### config.mk
export PLATFORM = sky130hd
export DESIGN_NAME = fpu_operand_sequencer
export DESIGN_NICKNAME = d
export VERILOG_FILES = /design/src/rtl/fpu_operand_sequencer.sv
export SDC_FILE = /design/constraint.sdc
export NUM_CORES = 1
export LEC_CHECK = 0
export CAP_MARGIN = 20
export CORE_AREA = 3 3 166 168
export CTS_CLUSTER_DIAMETER = 30
export DETAILED_ROUTE_END_ITERATION = 6
export DIE_AREA = 0 0 169 171
export PLACE_DENSITY = 0.76
export SYNTH_ARGS = -nofsm -noshare
export SYNTH_HDL_FRONTEND = slang
export SYNTH_SLANG_ARGS = --single-unit
### constraint.sdc
create_clock -name clk_i -period 2.9 [get_ports clk_i]
set_input_delay 0.58 -clock clk_i [delete_from_list [all_inputs] [get_ports clk_i]]
set_output_delay 0.58 -clock clk_i [all_outputs]
set_load 0.02 [all_outputs]
### src/rtl/fpu_operand_sequencer.sv
// Initiator side of the FPU stb/ack handshake: queues operand pairs, strobes
// them into the arithmetic unit, then acknowledges and captures the result.
module fpu_operand_sequencer #(
  parameter int WIDTH   = 32,
  parameter int DEPTH   = 4,
  parameter int TIMEOUT = 255
) (
  input  logic                     clk_i,
  input  logic                     rst_ni,
  input  logic [WIDTH-1:0]         cmd_a_i,
  input  logic [WIDTH-1:0]         cmd_b_i,
  input  logic                     cmd_valid_i,
  output logic                     cmd_ready_o,
  output logic [$clog2(DEPTH):0]   fifo_count_o,
  output logic [WIDTH-1:0]         fpu_a_o,
  output logic [WIDTH-1:0]         fpu_b_o,
  output logic                     fpu_a_stb_o,
  output logic                     fpu_b_stb_o,
  input  logic                     fpu_a_ack_i,
  input  logic                     fpu_b_ack_i,
  input  logic [WIDTH-1:0]         fpu_z_i,
  input  logic                     fpu_z_stb_i,
  output logic                     fpu_z_ack_o,
  output logic [WIDTH-1:0]         res_z_o,
  output logic                     res_valid_o,
  output logic                     res_timeout_o,
  output logic                     busy_o
);
  localparam int AW = $clog2(DEPTH);
  localparam int TW = $clog2(TIMEOUT + 1);
  localparam logic [WIDTH-1:0] QNAN = WIDTH'(32'h7FC0_0000);

  typedef enum logic [1:0] {IDLE, SEND, WAIT_Z, ACK_Z} state_t;

  logic [WIDTH-1:0] mem_a [DEPTH];
  logic [WIDTH-1:0] mem_b [DEPTH];
  logic [AW-1:0]    wr_ptr_q, rd_ptr_q;
  logic [AW:0]      count_q;

  state_t           state_q;
  logic [TW-1:0]    tmo_q;
  logic [WIDTH-1:0] fpu_a_q, fpu_b_q, res_z_q;
  logic             a_stb_q, b_stb_q, z_ack_q, res_valid_q, res_timeout_q, busy_q;

  logic push, pop, tmo_hit, a_left, b_left;

  assign cmd_ready_o = (count_q != (AW+1)'(DEPTH));
  assign push        = cmd_valid_i && cmd_ready_o;
  assign pop         = (state_q == IDLE) && (count_q != '0);
  assign tmo_hit     = (tmo_q == TW'(TIMEOUT - 1));
  // Strobes still outstanding after this edge's acks are applied.
  assign a_left      = a_stb_q && !fpu_a_ack_i;
  assign b_left      = b_stb_q && !fpu_b_ack_i;

  always_ff @(posedge clk_i) begin
    if (push) begin
      mem_a[wr_ptr_q] <= cmd_a_i;
      mem_b[wr_ptr_q] <= cmd_b_i;
    end
  end

  always_ff @(posedge clk_i or negedge rst_ni) begin
    if (!rst_ni) begin
      wr_ptr_q <= '0;
      rd_ptr_q <= '0;
      count_q  <= '0;
    end else begin
      if (push) wr_ptr_q <= wr_ptr_q + AW'(1);
      if (pop)  rd_ptr_q <= rd_ptr_q + AW'(1);
      if (push && !pop)      count_q <= count_q + (AW+1)'(1);
      else if (pop && !push) count_q <= count_q - (AW+1)'(1);
    end
  end

  always_ff @(posedge clk_i or negedge rst_ni) begin
    if (!rst_ni) begin
      state_q       <= IDLE;
      tmo_q         <= '0;
      fpu_a_q       <= '0;
      fpu_b_q       <= '0;
      res_z_q       <= '0;
      a_stb_q       <= 1'b0;
      b_stb_q       <= 1'b0;
      z_ack_q       <= 1'b0;
      res_valid_q   <= 1'b0;
      res_timeout_q <= 1'b0;
      busy_q        <= 1'b0;
    end else begin
      res_valid_q   <= 1'b0;
      res_timeout_q <= 1'b0;
      case (state_q)
        IDLE: begin
          if (pop) begin
            fpu_a_q <= mem_a[rd_ptr_q];
            fpu_b_q <= mem_b[rd_ptr_q];
            a_stb_q <= 1'b1;
            b_stb_q <= 1'b1;
            busy_q  <= 1'b1;
            tmo_q   <= '0;
            state_q <= SEND;
          end
        end
        SEND, WAIT_Z: begin
          // Timeout takes priority over any handshake landing on the same edge.
          if (tmo_hit) begin
            a_stb_q       <= 1'b0;
            b_stb_q       <= 1'b0;
            res_z_q       <= QNAN;
            res_timeout_q <= 1'b1;
            busy_q        <= 1'b0;
            state_q       <= IDLE;
          end else begin
            tmo_q <= tmo_q + TW'(1);
            if (state_q == SEND) begin
              if (fpu_a_ack_i) a_stb_q <= 1'b0;
              if (fpu_b_ack_i) b_stb_q <= 1'b0;
              if (!a_left && !b_left) state_q <= WAIT_Z;
            end else if (fpu_z_stb_i) begin
              res_z_q     <= fpu_z_i;
              z_ack_q     <= 1'b1;
              res_valid_q <= 1'b1;
              state_q     <= ACK_Z;
            end
          end
        end
        ACK_Z: begin
          z_ack_q <= 1'b0;
          busy_q  <= 1'b0;
          state_q <= IDLE;
        end
        default: state_q <= IDLE;
      endcase
    end
  end

  assign fifo_count_o  = count_q;
  assign fpu_a_o       = fpu_a_q;
  assign fpu_b_o       = fpu_b_q;
  assign fpu_a_stb_o   = a_stb_q;
  assign fpu_b_stb_o   = b_stb_q;
  assign fpu_z_ack_o   = z_ack_q;
  assign res_z_o       = res_z_q;
  assign res_valid_o   = res_valid_q;
  assign res_timeout_o = res_timeout_q;
  assign busy_o        = busy_q;
endmodule

# Word level (Yosys, flattened, before mapping)
# Memories as Yosys holds them, arrays and structs flattened. A register that Yosys moved wholly into a read port is not among the register bits.
# Cells that the tools add are included.
# word_totals
reg_bits	55
latchBits	0
ram_bits	256
mem_bits_ro	0
out_inout_bits	106
elab_cells	102
n_memories	2
# memory_table
name	words	width	rd	rd_clocked_by_memory_dff	wr	line_no	text
mem_a	4	32	1	1	1	35	logic [WIDTH-1:0] mem_a [DEPTH];
mem_b	4	32	1	1	1	36	logic [WIDTH-1:0] mem_b [DEPTH];
# classes
n_addsub	5
mul	0
div_mod_pow	0
magnitude_cmp	0
n_eq_ne	16
shifts	0
mux	37
bitwise_logic	0
reduce_logical	30
# ops
cell	n
two-way mux 32 bit	3
two-way mux 1 bit	19
two-way mux 8 bit	2
one-hot mux 8 bit (2 select lines)	1
!= test 2 bit, second input constant	6
!= test 3 bit, second input constant	4
AND reduction 4 bit	3
two-way mux 2 bit	5
AND reduction 3 bit	3
adder 8 x 1 -> 8 bit, second input constant	1
== test 8 bit, second input constant	1
zero test 1 bit	8
!= test 4 bit, second input constant	2
nonzero test 2 bit	4
logical AND 1 bit	7
two-way mux 3 bit	2
one-hot mux 1 bit (2 select lines)	3
one-hot mux 2 bit (3 select lines)	1
adder 2 x 1 -> 2 bit, second input constant	2
== test 2 bit, second input constant	2
AND reduction 2 bit	2
adder 3 x 1 -> 3 bit, second input constant	1
one-hot mux 1 bit (3 select lines)	1
nonzero test 3 bit	1
other kinds (4)	4

# Depth between registers and ports, before layout
# Gate-level depths: netlist of run 1.
# logic_depth
ltp_word	8
mapped_depth	11
ltp_nobuf	10

# Least setup slack after synthesis of run 1
# No wires, ideal clock.
# synth_path
path_kind	reg2reg
startpoint	register count_q[0] (netlist: fifo_count_o[0])
endpoint	memory mem_a[0][0] (enable)
arrival_ns	2.472
t_required_ns	2.471
slack_ns	-0.001
stages_incl_launch_ff	4
path_cell_list	dfrtp_1 > nor2_1 > nand2_1 > and3_1
# synth_between
elab_chain_cells	4
# synth_lines
element	line_no	text
start, declared	38	logic [AW:0] count_q;
start signal, assigned	70	if (push && !pop) count_q <= count_q + (AW+1)'(1);
start signal, assigned	71	else if (pop && !push) count_q <= count_q - (AW+1)'(1);
!= test 3 bit	47	assign cmd_ready_o = (count_q != (AW+1)'(DEPTH));
via cmd_ready_o	13	output logic cmd_ready_o,
logical AND 1 bit	48	assign push = cmd_valid_i && cmd_ready_o;
two-way mux 1 bit	56	if (push) begin
two-way mux 1 bit (not written as such)	57	mem_a[wr_ptr_q] <= cmd_a_i;
end, declared	35	
# The timed path passes the listed nets, and every way through them passes these cells.

# Worst setup path in the final report of run 1
# layout_path
startpoint	register count_q[0] (netlist: fifo_count_o[0])
endpoint	output port cmd_ready_o
# layout_between
elab_chain_cells	1
# layout_lines
element	line_no
!= test 3 bit	47
end, declared	13
# No other way between the ends.

==> summary.md, run 1 <==
| Metric | Value |
|---|---|
| Flops & latches, synth | `375` |
| Chip width | `169 um` |
| Power Dens Cells | `1220 nW/um^2` |
| Synthesized area | `14000 um^2` |
| RSZ-0062 raised after global routing | `no` |
| Hpwl dp | `17600 um` |
| P_int | `15.9 mW` |
| R2R Path End | `fifo_count_o[2]` |
| Max incr delay on CP | `650 ps` |
| Synth top cells by count | `256 x edfxtp_1, 200 x nand2_1, 119 x dfrtp_1, 64 x mux4_2, 23 x a22o_1` |
| Number of distinct library cells after synthesis | `48` |
| H-tree Lvls | `3` |
| Synth Area in Simple Gates | `0.0686` |
| Switching share of power | `0.315` |
| Status | `complete, no violations` |
| Placed Cells | `1333` |
| Tightest Pin Transition | `811 ps` |
| Clock sink total | `375` |
| Routed Antenna Nets | `0` |
| CTS resizes | `0` |
| Largest buffer count on any clock path | `3` |
| Worst r2r src | `fifo_count_o[0]` |
| Top cell family by delay on the critical path | `buffers and inverters` |
| Worst-skew pair later-pin latency | `560 ps` |
| Vias in the first global route | `8707` |
| Post-synth net total | `920` |
| Layout Cells excl Fill | `1459` |
| Routability congestion estimate | `0.760` |
| Worst Setup End Kind | `output pin` |
| Overall Global Routing Usage | `0.218` |
| Synthesized instance count | `805` |
| Core box area | `26100 um^2` |
| # hold bufs at CTS | `0` |
| Largest family of logic cells by synthesized area | `multiplexers` |
| Crit path cell chain | `nor2_1 > nand2_1 > clkdlybuf4s50_1` |
| Cell Rows | `59` |
| Final WS setup | `348 ps` |
| Worst slack at placement | `316 ps` |
| Max_slew headroom | `0.460` |
| Fraction of layout cells with a size suffix above 1 | `0.194` |
| Post-synthesis compound-gate area fraction | `0.0340` |
| Top-count cell post-synth | `edfxtp_1` |
| Die height | `171 um` |
| Pin count of the biggest net entering global routing | `67` |
| Initial antenna violation count | `1` |
| Iteration-0 DRC count of the detailed router | `515` |
| Worst reg-to-reg path cell count | `9` |
| Final Cycle Share | `0.880` |
| Hold slack | `20.0 ps` |
| Req. time, crit path | `2320 ps` |
| CP Data Arrival Time | `1970 ps` |
| Num CTS Buffers | `69` |
| Tot Pwr | `23.2 mW` |
| Starting Density | `0.539` |
| Syn. warnings | `0` |
| Global-route wire length before repair | `48300 um` |
| WL per Instance | `21.1 um` |
| Maxcap violations | `0` |
| DRC viols | `0` |
| Post-synth EDFFs | `256` |
| Sequential area share after synthesis | `0.760` |
| Setup TNS | `0 ps` |
| Yosys top cell by area | `edfxtp_1` |
| Clk pwr share | `0.340` |
| Post-Synth XOR/XNOR Area | `0.00374` |
| Max-slew violations | `0` |
| # IOs | `208` |
| Cell Area, Placed | `16700 um^2` |
| Max Fclk | `392 MHz` |
| Hold violation count in the final report | `0` |
| Drt total wl | `30700 um` |
| WS Path Type | `reg2out` |
| Final Instance Area | `19000 um^2` |
| Tmin final | `2550 ps` |
| Final setup vio count | `0` |
| Final net count | `1184` |
| Vias per cell | `5.45` |
| Port bufs | `207` |
| Final core occ | `0.729` |
| Top_reg_cell synth | `edfxtp_1` |
| Syn Area/Cell | `17.4 um^2` |
| Synth top area cells | `edfxtp_1 55%, dfrtp_1 21%, mux4_2 10%, nand2_1 5.3%, a22o_1 1.4%` |
| Die area | `28900 um^2` |
| Worst vdd ir | `0.796 mV` |
| Mux cell area share after synthesis | `0.107` |
| Clock skew | `32.1 ps` |
| Combinational power share | `0.302` |
| Slowest-stage cell, CP | `clkdlybuf4s50_1` |
| Ys async rst share | `0.317` |
| Reg2Reg Setup Slack | `650 ps` |
| Worst Path Max Fanout | `7` |
| CTS tree | `built` |
| Remaining Overflow, GRT | `0` |
| CTS Root Buffer Type | `clkbuf_16` |
| CP Launch Type | `flip-flop` |
| Vias | `7951` |
| DRT Pass-1 Iters | `4` |
| Post-CTS Repair Setup Buffers | `0` |
| WP buf/inv | `1` |
| Worst hold path class | `in2async` |
| Post-Synth Adder-Cell Area | `0.0121` |
| Clk slew on worst S/H paths | `40 ps` |
| LEAKAGE | `7.30 nW` |
| Synth-to-layout area growth | `35.4%` |
| Psw | `7.31 mW` |
| Post-synth top area share | `0.548` |
| Sequential share of power | `0.358` |
## worst max path at each step
stage | start | endpoint | slack [ps] | cells after the start
2_1_floorplan | fifo_count_o[0] | fifo_count_o[2] | 540 | 9
3_3_place_gp | cmd_valid_i | fifo_count_o[2] | 400 | 8
3_5_place_dp | cmd_valid_i | fifo_count_o[2] | 320 | 8
4_1_cts | fifo_count_o[0] | cmd_ready_o | 320 | 3
5_1_grt | fifo_count_o[0] | cmd_ready_o | 240 | 3
6_report | fifo_count_o[0] | cmd_ready_o | 350 | 3
## layout by cell type, fill, tap and decap left out, types with 3 or more instances in the layout
master,n
clkinv_8,3
buf_4,15
nor2b_1,3
clkdlybuf4s50_1,206
mux4_2,64
bufinv_16,6
o31ai_1,5
nor2_1,9
inv_1,10
buf_12,7
clkbuf_8,6
nand2_1,200
xnor2_1,4
clkinvlp_4,6
inv_6,8
ha_1,12
and3_4,4
mux2_2,5
dfrtp_1,117
o21ai_0,4
a21oi_1,5
edfxtp_1,256
o22a_1,9
clkbuf_16,71
clkinv_1,3
inv_8,5
a22o_1,23
clkbuf_1,10
clkinv_2,6
## power groups by stage
stage          Clock (mW)  Sequential, mW  Combinational [mW]
2_1_floorplan           0            8.85                3.59
3_3_place_gp            0            8.31                6.95
3_5_place_dp            0            8.37                7.07
4_1_cts              8.04            8.34                7.16
5_1_grt              8.32            8.50                7.62
6_report             7.90            8.31                7.02
## kinds of logic (layout without fill, tap and decap cells)
logic type / count (synthesis) / after routing
DFF: 375 / 375
and+or+nand+nor: 232 / 232
muxes: 70 / 70
AOI/OAI and AO/OA: 61 / 61
buffers and inverters: 48 / 366
adders and majority gates: 13 / 13
xor gates and xnor gates: 6 / 6
other: 0 / 1
## state kept, by name, summed over array words and instances (netlist names), 3 cells and up
register and flops:
fpu_b_o 32, res_z_o 32, tmo_q 8, fpu_a_o 32, mem_a 128, fifo_count_o 3, mem_b 128
## final cells by class
cell class,count,area (um^2)
Antenna cell,1,2.50
Clock buffer,87,1900
Clock inverter,38,450
Fill cell,1582,7050
Inverter,12,45.0
Multi-Input combinational cell,382,3190
Sequential cell,375,10700
Tap cell,335,419
Timing Repair Buffer,229,2330
## routing by layer
metal | vias up | share of wire | GRT usage
met3 | 63 | 0.068 | 0.0566
met4 | 0 | 0.027 | 0.0826
met5 | - | 0 | 0
met2 | 280 | 0.50 | 0.369
met1 | 4020 | 0.40 | 0.274
li1 | 3588 | - | -
(Power assumes the default switching activity.)
==> run 2: changes to the inputs <==
PLACE_DENSITY = 0.87   (was 0.76)
SETUP_SLACK_MARGIN = 0.2   (was default)
==> run 2 against run 1 <==
Flip-flop and latch count unchanged; clock skew is 11 ps higher; global-route usage about the same; cell area about the same; register-to-register slack better by 30 ps; sequential power down 1%; clock power hardly changed; wire length up 0.14%; power is essentially flat; critical path type unchanged; critical endpoint unchanged; highest routed layer unchanged.
==> summary.md, run 2 (synthesis gave the netlist of run 1 again) <==
| Metric | Value |
|---|---|
| Largest buffer count on any clock path | `3` |
| Layout Cells excl Fill | `1456` |
| Clk slew on worst S/H paths | `50 ps` |
| Most frequent cells in the layout | `256 x edfxtp_1, 206 x clkdlybuf4s50_1, 200 x nand2_1` |
| WS Path Type | `reg2out` |
| Worst hold path class | `in2async` |
| Req. time, crit path | `2320 ps` |
| Tmin final | `2550 ps` |
| Maxcap violations | `0` |
| CTS tree | `built` |
| LEAKAGE | `7.28 nW` |
| Final net count | `1183` |
| Num CTS Buffers | `67` |
| Hold slack | `48.5 ps` |
| DRC viols | `0` |
| Combinational power share | `0.306` |
| DRT Pass-1 Iters | `5` |
| Routed Antenna Nets | `0` |
| # IOs | `208` |
| Vias in the first global route | `8882` |
| Initial antenna violation count | `0` |
| Clock skew | `42.9 ps` |
| Fraction of layout cells with a size suffix above 1 | `0.194` |
| CP Launch Type | `flip-flop` |
| Chip width | `169 um` |
| WL per Instance | `21.1 um` |
| Port bufs | `207` |
| Max Fclk | `393 MHz` |
| CTS Root Buffer Type | `clkbuf_16` |
| Core box area | `26100 um^2` |
| # hold bufs at CTS | `0` |
| Sequential share of power | `0.354` |
| CTS resizes | `0` |
| Drt total wl | `30800 um` |
| Cell Rows | `59` |
| Worst Path Max Fanout | `7` |
| Final Cycle Share | `0.878` |
| Final WS setup | `354 ps` |
| Diodes inserted | `0` |
| Placed Cells | `1334` |
| Worst vdd ir | `0.822 mV` |
| Clock sink total | `375` |
| Overall Global Routing Usage | `0.218` |
| Pin count of the biggest net entering global routing | `72` |
| Max-slew violations | `0` |
| Worst slack at placement | `338 ps` |
| Routability congestion estimate | `0.749` |
| Vias per cell | `5.50` |
| H-tree Lvls | `3` |
| Worst-skew pair later-pin latency | `560 ps` |
| Die height | `171 um` |
| Global-route wire length before repair | `48700 um` |
| Iteration-0 DRC count of the detailed router | `554` |
| Worst Setup End Kind | `output pin` |
| Clk pwr share | `0.340` |
| Tightest Pin Transition | `837 ps` |
| Remaining Overflow, GRT | `0` |
| CP Data Arrival Time | `1970 ps` |
| Die area | `28900 um^2` |
| Commonest non-fill, non-tap cell in the layout | `edfxtp_1` |
| Hpwl dp | `18200 um` |
| Psw | `7.35 mW` |
| Final setup vio count | `0` |
| RSZ-0062 raised after global routing | `no` |
| Vias | `8005` |
| Setup TNS | `0 ps` |
| P_int | `15.9 mW` |
| Biggest regs | `mem_a: 128 flops, mem_b: 128 flops` |
| Hold violation count in the final report | `0` |
| Switching share of power | `0.316` |
| Starting Density | `0.539` |
| Max_slew headroom | `0.442` |
| Synth-to-layout area growth | `35.4%` |
| Status | `complete, no violations` |
| Power Dens Cells | `1220 nW/um^2` |
| Post-CTS Repair Setup Buffers | `0` |
## run 2: cell types whose count changed in the layout (fill, tap and decap cells not counted), sizes merged
cell / delta
clkbuf: -9
clkinv: +5
inv: -4
bufinv: +3
clkinvlp: +2
buf: +1
diode: -1
## run 2: power by group through the flow
stage,clock network [mW],logic [mW],registers (mW)
finish,7.91,7.11,8.23
global route,8.30,7.71,8.40
CTS,8.03,7.22,8.25
detailed placement,0,7.12,8.30
global placement,0,6.94,8.21
floorplan,0,3.59,8.85
## run 2: through the flow
step | power [mW] | util | instance area [um^2]
6_report | 23.2 | 0.729 | 19000
5_1_grt | 24.4 | 0.729 | 19000
4_1_cts | 23.5 | 0.729 | 19000
3_5_place_dp | 15.4 | 0.639 | 16700
3_3_place_gp | 15.2 | 0.639 | 16700
2_1_floorplan | 12.4 | - | 14000
## run 2: cell type report
cell class / count / area, um^2
inverters: 12 / 45.0
well taps: 335 / 419
fillers: 1514 / 7060
flip-flops and latches: 375 / 10700
multi-input cells: 382 / 3190
clock inverters: 44 / 591
repair buffers: 230 / 2330
clock buffers: 78 / 1750
## run 2: layer usage
layer / vias up / global-route usage / wire length (um)
met5: - / 0 / 0
met4: 0 / 0.0843 / 749
met3: 63 / 0.0557 / 2210
met2: 314 / 0.368 / 15500
met1: 4058 / 0.276 / 12300
li1: 3570 / - / -
## run 2: final timing paths
check,from,endpoint,slack (ps),cells past startpoint
worst max register to register,state_q[0],tmo_q[4],680,7
worst min register to register,fpu_a_o[23],fpu_a_o[23],470,2
min in group clk_i,fpu_a_o[23],fpu_a_o[23],470,2
max in group asynchronous,rst_ni,tmo_q[3],2080,2
worst min-delay path,rst_ni,res_z_o[22],50,1
worst max-delay path,fifo_count_o[0],cmd_ready_o,350,3
## run 2: worst max-delay path, cell delays in order, from the launching register on
cell and delay, ps:
dfrtp_1 480, nor2_1 80, nand2_1 180, clkdlybuf4s50_1 670
==> run 3: changes to the inputs <==
PLACE_DENSITY = 0.9   (was 0.87)
SKIP_LAST_GASP = 1   (was default)
clock period = 2.6 ns   (was 2.9 ns; I/O delays follow)
==> run 3 against run 2 <==
Cell count about the same; sequential power increased by 13%; wire length grew 2.3%; register-to-register slack lost 290 ps; setup slack worse by 17 ps; global-route usage increased by 0.13 points; clock power increased by 12%; largest cell class unchanged.
==> summary.md, run 3 (synthesis gave the netlist of run 1 again) <==
| Metric | Value |
|---|---|
| Register Area | `10700 um^2` |
| Pin count of the biggest net entering global routing | `67` |
| Max-slew violations | `0` |
| Max incr delay on CP | `700 ps` |
| Vias | `8157` |
| CTS tree | `built` |
| Final WS setup | `337 ps` |
| Worst hold path class | `reg2reg` |
| Commonest non-fill, non-tap cell in the layout | `edfxtp_1` |
| WHS Endpoint | `fpu_b_o[16]` |
| Biggest regs | `mem_a: 128 flops, mem_b: 128 flops` |
| Cell Area, Placed | `16700 um^2` |
| Max Fclk | `442 MHz` |
| Tmin final | `2260 ps` |
| Worst Setup End Kind | `output pin` |
| Power Dens Cells | `1370 nW/um^2` |
| LEAKAGE | `7.32 nW` |
| Fraction of layout cells with a size suffix above 1 | `0.193` |
| H-tree Lvls | `3` |
| # IOs | `208` |
| Chip width | `169 um` |
| Req. time, crit path | `2080 ps` |
| WP buf/inv | `1` |
| Reg2Reg Setup Slack | `390 ps` |
| Drt total wl | `31500 um` |
| Area of the multi-input gates | `3200 um^2` |
| RSZ-0062 raised after global routing | `no` |
| Synth-to-layout area growth | `35.7%` |
| Routability congestion estimate | `0.761` |
| Hpwl dp | `18200 um` |
| Worst-skew pair later-pin latency | `540 ps` |
| CP Launch Type | `flip-flop` |
| Num CTS Buffers | `67` |
| Tot Pwr | `26.1 mW` |
| Final core occ | `0.731` |
| Port bufs | `207` |
| Clock sink total | `375` |
| Worst reg-to-reg path cell count | `7` |
| CTS Root Buffer Type | `clkbuf_16` |
| Vias in the first global route | `8825` |
| Setup TNS | `0 ps` |
| Final Instance Area | `19000 um^2` |
| Clock skew | `26.6 ps` |
| Overall Global Routing Usage | `0.219` |
| Hold Startpoint | `fpu_b_o[16]` |
| Status | `complete, no violations` |
| Top cell family by delay on the critical path | `buffers and inverters` |
| Max_slew headroom | `0.563` |
| Most frequent cells in the layout | `256 x edfxtp_1, 205 x clkdlybuf4s50_1, 200 x nand2_1` |
| R2R Path End | `tmo_q[2]` |
| Remaining Overflow, GRT | `0` |
| WS Path Type | `reg2out` |
| Maxcap violations | `0` |
| Iteration-0 DRC count of the detailed router | `568` |
| Core box area | `26100 um^2` |
| Worst Path Max Fanout | `7` |
| CP Data Arrival Time | `1740 ps` |
| WL per Instance | `21.6 um` |
| Diodes inserted | `0` |
| Die height | `171 um` |
| Vias per cell | `5.61` |
| Global-route wire length before repair | `49000 um` |
| Largest buffer count on any clock path | `3` |
| Cell Rows | `59` |
| Slowest-stage cell, CP | `clkdlybuf4s50_1` |
| Routed Antenna Nets | `0` |
| Worst vdd ir | `0.900 mV` |
| DRC viols | `0` |
| Final net count | `1181` |
| Final Cycle Share | `0.870` |
| Final setup vio count | `0` |
| Starting Density | `0.539` |
| Worst slack at placement | `178 ps` |
| Crit path cell chain | `clkdlybuf4s50_1` |
| Clk slew on worst S/H paths | `50 ps` |
| Initial antenna violation count | `1` |
| Tightest Pin Transition | `656 ps` |
| DRT Pass-1 Iters | `5` |
| Worst r2r src | `state_q[0]` |
| Hold violation count in the final report | `0` |
| Die area | `28900 um^2` |
| Fillers | `1544` |
| WHS Path Cells | `2` |
-- run 3: layout make-up --
cell class / instances / area share
Tap cell: 335 / 0.0220
Timing Repair Buffer: 228 / 0.123
Inverter: 12 / 0.00236
Multi-Input combinational cell: 382 / 0.168
Clock inverter: 39 / 0.0273
Sequential cell: 375 / 0.560
Clock buffer: 84 / 0.0968
-- run 3: metal layers --
layer  up-vias  GRT usage  share of wire
li1       3573          -              -
met1      4183      0.279           0.39
met2       351      0.372           0.51
met3        48     0.0603          0.085
met4         2     0.0720          0.018
met5         -          0        0.00041
-- run 3: repair_timing --
item                                    4_1_cts  5_1_grt
hold endpoints to repair                     40        0
endpoints found under the setup margin        1        8
gates resized for setup                       1        2
hold buffers                                  1        0
setup buffers                                 0        0
-- run 3: worst max-delay path by stage --
stage,startpoint,end,slack (ps),cells past startpoint
6_report,fifo_count_o[0],fifo_count_o[0],340,1
5_1_grt,state_q[1],tmo_q[4],210,7
4_1_cts,state_q[0],tmo_q[2],230,7
3_5_place_dp,cmd_valid_i,fifo_count_o[2],180,8
3_3_place_gp,cmd_valid_i,fifo_count_o[2],250,8
2_1_floorplan,fifo_count_o[0],fifo_count_o[2],240,9
-- run 3: through the flow --
| stage | hold WS (ps) | instances |
|---|---|---|
| global route | 506 | 1455 |
| CTS | 474 | 1455 |
| detailed placement | 463 | 1331 |
| floorplan | 224 | 805 |
| global placement | 458 | 1331 |
| finish | 474 | 1455 |
-- run 3: power by group --
part | switching (mW) | total [mW] | internal, mW
clock | 2.91 | 8.89 | 5.98
combinational | 4.27 | 7.98 | 3.71
sequential | 1.04 | 9.27 | 8.23
